[config.mk]
export PLATFORM = sky130hd
export DESIGN_NAME = fifo_sb_store
export DESIGN_NICKNAME = d
export VERILOG_FILES = /design/src/rtl/fifo_scoreboard_model_store.sv
export SDC_FILE = /design/constraint.sdc
export NUM_CORES = 1
export LEC_CHECK = 0
export BUFFER_PORTS_ARGS = -buffer_cell sky130_fd_sc_hd__buf_2
export CORE_MARGIN = 3
export CORE_UTILIZATION = 39
export CTS_CLUSTER_DIAMETER = 100
export CTS_CLUSTER_SIZE = 16
export DETAILED_ROUTE_END_ITERATION = 10
export PLACE_DENSITY = 0.59
export SYNTH_ARGS = -nofsm -noshare
export SYNTH_HDL_FRONTEND = slang
export SYNTH_SLANG_ARGS = --single-unit
[constraint.sdc]
create_clock -name clk -period 10 [get_ports clk]
set_clock_uncertainty 0.1 [all_clocks]
set_input_delay 1.5 -clock clk [delete_from_list [all_inputs] [get_ports clk]]
set_output_delay 1.5 -clock clk [all_outputs]
set_load 0.01 [all_outputs]
[src/rtl/fifo_scoreboard_model_store.sv]
`default_nettype none
// ============================================================================
//  Module      : fifo_sb_store
//  Description : Shadow storage for the scoreboard: DEPTH x DATA_W memory with
//                per-entry valid bits, one write port, one indexed pop, a
//                first-match value search and a first-free-slot search.
//  Revision    : 1.0 - initial release
// ============================================================================
module fifo_sb_store #(
    parameter int DATA_W = 32,
    parameter int DEPTH  = 8,
    parameter int IDX_W  = 3
) (
    input  logic              clk,
    input  logic              rstN,
    input  logic              wr_en,
    input  logic [IDX_W-1:0]  wr_idx,
    input  logic [DATA_W-1:0] wr_data,
    input  logic              pop_en,
    input  logic [IDX_W-1:0]  pop_idx,
    input  logic [IDX_W-1:0]  rd_idx,
    output logic [DATA_W-1:0] rd_data,
    input  logic [DATA_W-1:0] srch_data,
    output logic              srch_hit,
    output logic [IDX_W-1:0]  srch_idx,
    output logic [IDX_W-1:0]  free_idx
);

    logic [DATA_W-1:0] r_mem [DEPTH];
    logic [DEPTH-1:0]  r_vld;

    // Entry update: a write to the slot being popped wins, so replace-in-place works
    always_ff @(posedge clk) begin
        if (!rstN) begin
            r_vld <= '0;
            for (int i = 0; i < DEPTH; i++) begin
                r_mem[i] <= '0;
            end
        end else begin
            if (pop_en) begin
                r_vld[pop_idx] <= 1'b0;
            end
            if (wr_en) begin
                r_vld[wr_idx] <= 1'b1;
                r_mem[wr_idx] <= wr_data;
            end
        end
    end

    assign rd_data = r_mem[rd_idx];

    // Lowest valid index holding srch_data, and lowest free index
    always_comb begin
        logic w_free_found;
        srch_hit     = 1'b0;
        srch_idx     = '0;
        free_idx     = '0;
        w_free_found = 1'b0;
        for (int i = 0; i < DEPTH; i++) begin
            if (!srch_hit && r_vld[i] && (r_mem[i] == srch_data)) begin
                srch_hit = 1'b1;
                srch_idx = IDX_W'(i);
            end
            if (!w_free_found && !r_vld[i]) begin
                w_free_found = 1'b1;
                free_idx     = IDX_W'(i);
            end
        end
    end

endmodule
`default_nettype wire

==> metrics.csv <==
stage;metric;value;unit
yosys;ys_seq_area_frac;0.525;
power_and_ir_drop;switching_share;0.277;
yosys;synthTopCellsByArea;edfxtp_1 51%, xnor2_1 13%, and2_1 11%, mux4_2 9.6%, mux2_2 2.4%;
sta;slew_headroom;0.251;
route;dr.pass1.iters;5;
finish;regArea;0.00785;mm^2
finish;multiInputGateArea;0.00673;mm^2
worst_setup_path;crit_path_end_kind;primary output;
yosys;synth_edf_count;256;
worst_hold_path;worstHoldPathType;flop to flop;
power_and_ir_drop;combPwrFrac;0.169;
yosys;yosysTopAreaCellShare;0.514;
worst_setup_path;crit_top_cell;buf_4;
cts;root_buffer;clkbuf_16;
cts;cts_setup_buffers;0;
global_route;grt_pass1_wl;72800;um
sta;hold-worst-slack;0.472;ns
global_route;grt_use_met3;0.0593;
worst_setup_path;cp_slowest_cell;buf_4;
worst_setup_path;crit_buf_inv;3;
power_and_ir_drop;p_leak;5.51;nW
floorplanning;die_w;202;um
finish;drive_gt1_frac;0.233;
global_route;antenna_found_initial;4;
sta;tightestPinTransition;1.12;ns
outcome;status;completed;
sta;final.setup.tns;0;ns
worst_setup_path;cpPeakStageDelay;0.68;ns
cts;cts_resized;0;
cts;cts_tree;built;
power_and_ir_drop;pwr_density_cell;154;mW/mm^2
worst_setup_path;critPathTopFamily;buffers and inverters;
yosys;syn-cell-area;0.0150;mm^2
place;gp_congestion;0.999;
yosys;ys_ff_latch;264;
route;drtIter0Drc;970;
worst_setup_path;cp.depth;5;
job;maxCapViolations;0;
floorplanning;start_util;0.396;
sta;slew_violations;0;
sta;rsz0062_at_grt;false;
place;io_buffer_count;115;
power_and_ir_drop;ir_drop;0.0898;mV
sta;period_share;0.543;
finish;fill_cells;3445;
floorplanning;num_rows;71;
route;drcViolationCount;0;
global_route;overflow;0;
yosys;postSynthAreaPerCell;13.4;um^2
route;routed_wl;52200;um
floorplanning;die_h;202;um
worst_hold_path;hold_depth;2;
cts;cts_buffers;20;
place;dp_hpwl;36500;um
yosys;syn-num-nets;1191;
finish;syn_to_final_growth;10.4;%
sta;max_freq;0.184;GHz
finish;diodes;0;
cts;htreeDepth;1;
global_route;first_global_vias;9712;
worst_setup_path;crit_arrival;3.83;ns
sta;worst_slack;4.57;ns
cts;path_clk_slew;0.07;ns
route;ant_nets;0;
worst_setup_path;critical_path_class;input port to primary output;
cts;ctsLongestPathBuffers;3;
worst_setup_path;worst-r2r-cell-count;2;
finish;final_cell_mix;256 x and2_1, 256 x edfxtp_1, 223 x xnor2_1, 114 x buf_2, 64 x mux4_2;
floorplanning;core_area;0.0378;mm^2
worst_setup_path;start_kind;input port;
floorplanning;die_area;0.0407;mm^2
yosys;synthFlopType;edfxtp_1;
worst_setup_path;critPathMaxFanout;33;
sta;hold_viol_final;0;
finish;nets;1270;
global_route;grtUsageTotal;0.252;
power_and_ir_drop;sequentialPowerShare;0.526;
power_and_ir_drop;clkPwrFrac;0.305;
cts;clkSinkCount;264;
yosys;async_reset_ff_frac;0;
route;wl_per_cell;30.5;um
yosys;synth.largest_area_cell;edfxtp_1;
worst_setup_path;cp.required;8.40;ns
global_route;grt_use_met1;0.352;
global_route;grt_max_degree;65;
route;dr_total_vias;9512;
yosys;syn_inst;1114;
power_and_ir_drop;internal_power;1.84;mW
yosys;synth.distinct_cells;40;
place;post-place-ws;4.53;ns
cts;hold_buffers;0;
sta;finalSetupViolations;0;
yosys;ys_warn_count;0;
floorplanning;ios;116;
sta;layout_min_cycle_time;5.43;ns
power_and_ir_drop;p_sw;0.706;mW
worst_setup_path;worstPathCellList;buf_4, buf_4, mux4_2, mux2_2, buf_2;
global_route;top_usage_layer;met2;
route;vias_per_cell;5.56;
cts;insertion_delay;0.51;ns
global_route;grt_use_met2;0.394;
-- metrics by stage --
stage / power (mW) / area (um^2) / cells / utilization
CTS: 2.55 / 16500 / 1712 / 0.437
global route: 2.61 / 16500 / 1712 / 0.437
detailed placement: 1.79 / 15900 / 1682 / 0.422
floorplan: 1.60 / 15000 / 1114 / -
finish: 2.55 / 16500 / 1712 / 0.437
global placement: 1.78 / 15900 / 1682 / 0.422
-- state kept, by name, summed over array words and instances, names as in the netlist --
name / flops
r_mem: 256
r_vld: 8
-- path summary, 6_finish.rpt --
path                  start     endpoint  slack [ns]
setup / recovery  rd_idx[0]  rd_data[24]        4.57
hold / removal     r_vld[6]     r_vld[6]        0.47
setup reg to reg   r_vld[4]     r_vld[4]        8.94
hold reg to reg    r_vld[6]     r_vld[6]        0.47
-- worst register-to-register path: cells and delay by family (launching register included) --
family | cells | cell delay (ns)
compound gates | 2 | 0.33
flops | 1 | 0.56
-- metal layers --
layer / part of all wire / wire (um)
met1: 0.42 / 21900
met2: 0.46 / 23900
met3: 0.089 / 4660
met5: 0.00073 / 38
met4: 0.033 / 1740
-- final cells by class --
class,count,area share
Clock buffer,29,0.0336
Clock inverter,1,0.000530
Inverter,5,0.00114
Multi-Input combinational cell,769,0.408
Sequential cell,264,0.475
Tap cell,511,0.0387
Timing Repair Buffer,133,0.0432
-- synth_stat cells, types with 2 or more instances --
master,number
a31o_2,4
a31oi_1,2
and2_1,256
and3_1,5
buf_2,8
buf_4,21
buf_6,11
clkbuf_1,35
dfxtp_1,8
edfxtp_1,256
inv_1,5
mux2_2,32
mux4_2,64
nand2_1,11
nand2b_1,8
nand3_1,14
nand3_2,4
nand4_1,52
nor2_1,9
nor3_1,10
nor4_1,16
o2111ai_1,2
o21ai_0,10
o311ai_0,3
or3_1,2
xnor2_1,223
xor2_1,29
xor2_2,2
-- cell families after synthesis --
group           count (synthesis)  synth area share
simple gates                  392             0.161
flops                         264             0.525
xor+xnor                      254             0.150
mux                            96             0.120
buf+inv                        81            0.0318
compound gates                 27            0.0126
-- power groups by stage --
stage	combinational [mW]	clock [mW]	sequential (mW)
after global routing	0.446	0.824	1.34
after floorplan	0.252	0	1.34
after detailed placement	0.425	0	1.36
after CTS	0.427	0.783	1.34
after global placement	0.425	0	1.36
final	0.431	0.777	1.34
No activity file was read; power rests on OpenSTA's default activity.
